--- src/rtl/seg_pkg.sv ---
// Shared types and constants for the channel scanner: FSM states and the 7-segment glyph table.
package seg_pkg;

    typedef enum logic [1:0] {
        S_OFF    = 2'd0,
        S_MANUAL = 2'd1,
        S_SCAN   = 2'd2,
        S_HOLD   = 2'd3
    } state_t;

    // Segment order {g,f,e,d,c,b,a}, active-high, glyphs 0..F
    localparam logic [6:0] HEX7 [16] = '{
        7'h3F, 7'h06, 7'h5B, 7'h4F, 7'h66, 7'h6D, 7'h7D, 7'h07,
        7'h7F, 7'h6F, 7'h77, 7'h7C, 7'h39, 7'h5E, 7'h79, 7'h71
    };

    localparam logic [7:0] SEG_OFF = 8'h00;

endpackage

--- src/rtl/seg_hex_decoder.sv ---
// Combinational nibble to 7-segment glyph lookup; zero latency, no flow control.
module seg_hex_decoder
    import seg_pkg::*;
(
    input  logic [3:0] i_nib,
    output logic [6:0] o_seg7
);

    assign o_seg7 = HEX7[i_nib];

endmodule

--- src/rtl/seg_channel_scanner.sv ---
// Selects one of NCH channels (manual or timed auto-scan) and drives its data plus a hex index digit.
// All outputs registered: one clk_2 edge from input change to output; no backpressure.
module seg_channel_scanner
    import seg_pkg::*;
#(
    parameter int NCH      = 4,
    parameter int WIDTH    = 2,
    parameter int SCAN_DIV = 4,
    localparam int CW      = $clog2(NCH)
) (
    input  logic                 i_clk_2,
    input  logic                 i_reset,
    input  logic                 i_en,
    input  logic                 i_mode,
    input  logic                 i_hold,
    input  logic [CW-1:0]        i_sel,
    input  logic [NCH*WIDTH-1:0] i_ch_data,
    output logic [WIDTH-1:0]     o_led_out,
    output logic [7:0]           o_seg,
    output logic [CW-1:0]        o_cur_ch,
    output logic                 o_step
);

    localparam int              CNTW    = (SCAN_DIV > 1) ? $clog2(SCAN_DIV) : 1;
    localparam logic [CW-1:0]   CH_MAX  = CW'(NCH - 1);
    localparam logic [CNTW-1:0] CNT_MAX = CNTW'(SCAN_DIV - 1);

    state_t           r_state;
    state_t           w_next;
    logic [CW-1:0]    r_ch;
    logic [CW-1:0]    w_ch_nxt;
    logic [CW-1:0]    w_sel_clamp;
    logic [CNTW-1:0]  r_cnt;
    logic [CNTW-1:0]  w_cnt_nxt;
    logic             r_step;
    logic             w_step_nxt;
    logic [WIDTH-1:0] r_led;
    logic [WIDTH-1:0] w_led_nxt;
    logic [WIDTH-1:0] w_led_live;
    logic [7:0]       r_seg;
    logic [7:0]       w_seg_nxt;
    logic [3:0]       w_nib;
    logic [6:0]       w_hex;

    // Non-power-of-two NCH leaves sel codes with no channel behind them
    assign w_sel_clamp = (int'(i_sel) >= NCH) ? CH_MAX : i_sel;
    assign w_led_live  = i_ch_data[int'(w_ch_nxt) * WIDTH +: WIDTH];
    assign w_nib       = 4'(w_ch_nxt);

    seg_hex_decoder u_hex (
        .i_nib  (w_nib),
        .o_seg7 (w_hex)
    );

    always_ff @(posedge i_clk_2) begin
        if (i_reset) begin
            r_state <= S_OFF;
        end else begin
            r_state <= w_next;
        end
    end

    always_comb begin
        w_next = r_state;
        if (!i_en) begin
            w_next = S_OFF;
        end else begin
            case (r_state)
                S_OFF, S_HOLD: begin
                    if (!i_hold) w_next = i_mode ? S_SCAN : S_MANUAL;
                end
                default: begin
                    if (i_hold) w_next = S_HOLD;
                    else        w_next = i_mode ? S_SCAN : S_MANUAL;
                end
            endcase
        end
    end

    // Channel/counter actions follow the state being entered, so changes land on this edge
    always_comb begin
        w_ch_nxt   = r_ch;
        w_cnt_nxt  = r_cnt;
        w_step_nxt = 1'b0;
        case (w_next)
            S_MANUAL: begin
                w_ch_nxt  = w_sel_clamp;
                w_cnt_nxt = '0;
            end
            S_SCAN: begin
                if (r_state != S_SCAN) begin
                    w_cnt_nxt = '0;
                end else if (r_cnt == CNT_MAX) begin
                    w_cnt_nxt  = '0;
                    w_ch_nxt   = (r_ch == CH_MAX) ? '0 : r_ch + 1'b1;
                    w_step_nxt = 1'b1;
                end else begin
                    w_cnt_nxt = r_cnt + 1'b1;
                end
            end
            default: ;
        endcase
    end

    always_comb begin
        w_led_nxt = r_led;
        w_seg_nxt = SEG_OFF;
        case (w_next)
            S_OFF:              w_led_nxt = '0;
            S_MANUAL, S_SCAN: begin
                w_led_nxt = w_led_live;
                w_seg_nxt = {1'b0, w_hex};
            end
            S_HOLD:             w_seg_nxt = {1'b1, w_hex};
            default: ;
        endcase
    end

    always_ff @(posedge i_clk_2) begin
        if (i_reset) begin
            r_ch   <= '0;
            r_cnt  <= '0;
            r_step <= 1'b0;
            r_led  <= '0;
            r_seg  <= SEG_OFF;
        end else begin
            r_ch   <= w_ch_nxt;
            r_cnt  <= w_cnt_nxt;
            r_step <= w_step_nxt;
            r_led  <= w_led_nxt;
            r_seg  <= w_seg_nxt;
        end
    end

    assign o_led_out = r_led;
    assign o_seg     = r_seg;
    assign o_cur_ch  = r_ch;
    assign o_step    = r_step;

endmodule

--- config.mk ---
export PLATFORM = sky130hd
export DESIGN_NAME = seg_channel_scanner
export DESIGN_NICKNAME = d
export VERILOG_FILES = /design/src/rtl/seg_pkg.sv /design/src/rtl/seg_hex_decoder.sv /design/src/rtl/seg_channel_scanner.sv
export SDC_FILE = /design/constraint.sdc
export NUM_CORES = 1
export LEC_CHECK = 0
export BUFFER_PORTS_ARGS = -buffer_cell sky130_fd_sc_hd__buf_2
export CAP_MARGIN = 20
export CORE_ASPECT_RATIO = 0.75
export CORE_MARGIN = 5
export CORE_UTILIZATION = 48
export DETAILED_ROUTE_END_ITERATION = 6
export GPL_TIMING_DRIVEN = 0
export PLACE_DENSITY = 0.77
export REMOVE_ABC_BUFFERS = 1
export SYNTH_ARGS = -nofsm -noshare
export SYNTH_HDL_FRONTEND = slang
export SYNTH_SLANG_ARGS = --single-unit
export TNS_END_PERCENT = 30
--- constraint.sdc ---
create_clock -name i_clk_2 -period 2.7 [get_ports i_clk_2]
set_clock_uncertainty 0.2 [all_clocks]
set_input_delay 0 -clock i_clk_2 [delete_from_list [all_inputs] [get_ports i_clk_2]]
set_output_delay 0 -clock i_clk_2 [all_outputs]
set_load 0.005 [all_outputs]
==> results.toml <==
[flow_run]
cap_violations = 0

[floorplan]
die_width_um = 58.4
io_pins = 28
start_util_pct = 49.4
dieHeight_um = 46.3
die_area_um2 = 2700
rows = 13
core_um2 = 1710

[synth]
synth_edf_count = 0
ys_warn_count = 0
ys_seq_area_share_pct = 38.0
ys_ff_latch = 16
netlist_area_um2 = 843
syn_avg_cell_area_um2 = 9.69
yosysUniqueCellTypes = 37
netlist_instances = 87
synthArstFlopShare_pct = 0
synth_flop_cell = "dfxtp_1"

[cts]
cts_max_level = 1
clock-sinks = 16
clkLatencyLatePin_ns = 0.29
cts.path.max_buffers = 2
cts_tree = "built"
cts_buffers = 3
clock_tree.root_cell = "clkbuf_4"
cts_resized = 0
clk_pin_slew_worst_paths_ns = 0.09

[setup_path]
r2r_end = "o_led_out[1]"
start_kind = "register"
r2r-start = "r_state[0]"
crit_required_ns = 2.73
critPathArrivalTime_ns = 2.50
critPathKind = "reg2reg"
crit_path_start = "r_state[0]"
reg2reg_slack_ns = 0.23
r2r_cells = 7
critPathMaxFanout = 6
critPathCaptureType = "register"

[layout]
final_area_um2 = 1110
nNetsFinal = 142
final_common_cell = "buf_2"
layout_common_cells = "27 x buf_2, 16 x dfxtp_1, 11 x nor2_1"
drive_gt1_share_pct = 32.5
syn2layout_area_growth_pct = 31.2
fin_cells = 145
n_antenna_cell = 0
fill_cells = 147

[timing]
drv_slew = 0
min_period_over_period_pct = 91.4
tns_ns = 0
finalHoldViolCount = 0
post-route-min-period_ns = 2.47
rsz0062_at_grt = "false"
max_slew_margin_pct = 61.9
setup_viol = 0
fmax_mhz = 405
worstMarginPinSlew_ns = 0.566

[outcome]
status = "completed"

[placement]
port_buffers = 27
place_area_um2 = 990
dp.cells = 133
post-dp-hpwl_um = 1590
gp_congestion = 0.866

[route]
drtAntennaViolNets = 0
route.vias.total = 780
drtPass1Iterations = 4
wl_per_cell_um = 14.0
drc = 0
drt_iter0_markers = 11
vias_per_cell = 5.38
wirelength_um = 2040

[global_route]
grt_overflow = 0
grt_use_total_pct = 17.1
grt_pass1_wl_um = 3450
grt_pass1_vias = 781
grt_max_degree = 12
antenna_found_initial = 0

[power_and_ir_drop]
power_mw = 0.533
cellLeakagePower_nw = 0.517
ir_worst_vdd_mv = 0.441
p_per_area_nw_per_um2 = 482

[min_path]
min_to = "o_cur_ch[1]"
min-delay-start = "i_sel[1]"
hold_class = "in2reg"
holdPathStages = 5
## where the power goes
part / total [mW] / switching, mW / internal [mW]
combinational: 0.120 / 0.0612 / 0.0585
clock: 0.155 / 0.0730 / 0.0821
sequential: 0.258 / 0.00947 / 0.249
## critical path, cell delays in order, from the launching register on
cell	delay, ns
dfxtp_1	0.44
inv_1	0.07
ha_1	0.35
and4b_2	0.29
o21ai_0	0.19
a2bb2oi_1	0.37
nor3b_1	0.31
a221o_1	0.19
## worst max-delay path by stage
stage	to	cells after the start
floorplan	o_led_out[0]	7
CTS	o_led_out[1]	7
global placement	o_led_out[0]	7
detailed placement	o_led_out[1]	7
global route	o_led_out[0]	7
finish	o_led_out[1]	7
## cell usage after synthesis (2+ instances only)
library cell / count / area, um^2
a2111oi_0: 2 / 17.5
a221o_1: 2 / 20.0
a32oi_1: 2 / 17.5
dfxtp_1: 16 / 320
ha_1: 3 / 37.5
inv_1: 5 / 18.8
nand2_1: 4 / 15.0
nand4_1: 2 / 12.5
nor2_1: 11 / 41.3
nor2b_1: 4 / 25.0
nor3b_1: 2 / 15.0
o21a_1: 4 / 30.0
o21ai_0: 4 / 20.0
o31ai_1: 3 / 22.5
## state kept, by name, summed over array words and instances (netlist names)
register and flops:
o_step 1, r_cnt 2, o_seg 7, o_led_out 2, r_state 2, o_cur_ch 2
## cell families after synthesis
family                     Yosys count  synth area share, %
xor gates and xnor gates             1                 1.04
DFF                                 16                 38.0
muxes                                3                 4.30
AOI/OAI and AO/OA                   26                 27.2
adders and majority gates            3                 4.45
buffers and inverters                8                 4.15
and+or+nand+nor                     30                 20.9
## final cells by class
cell class,count,area [um^2],share of cell area (%)
Clock buffer,4,36.3,3.28
Inverter,5,18.8,1.70
Multi-Input combinational cell,63,488,44.1
Sequential cell,16,320,29.0
Tap cell,22,27.5,2.49
Timing Repair Buffer,35,215,19.5
## metrics by stage
stage	hold slack (ns)	util [%]	setup slack, ns
finish	0.00338	64.8	0.233
global route	0.0130	64.8	0.0435
CTS	0.0109	64.8	0.245
detailed placement	0.0940	57.9	0.257
global placement	0.0831	57.9	0.303
floorplan	-0.128	-	0.437
## layer usage
metal | track usage [%] | share of wire, % | vias up | routed length, um
li1 | - | - | 399 | -
met1 | 20.6 | 46 | 366 | 929
met2 | 31.0 | 50 | 15 | 1010
met3 | 5.60 | 4.7 | 0 | 95
met4 | 1.85 | 0 | 0 | 0
met5 | 0 | 0 | - | 0
## timing repair
action | CTS | global route
endpoints found under the hold margin | 9 | 0
hold buffers | 8 | 0
buffers inserted | 0 | 0
Power figures use the tool's default switching activity.
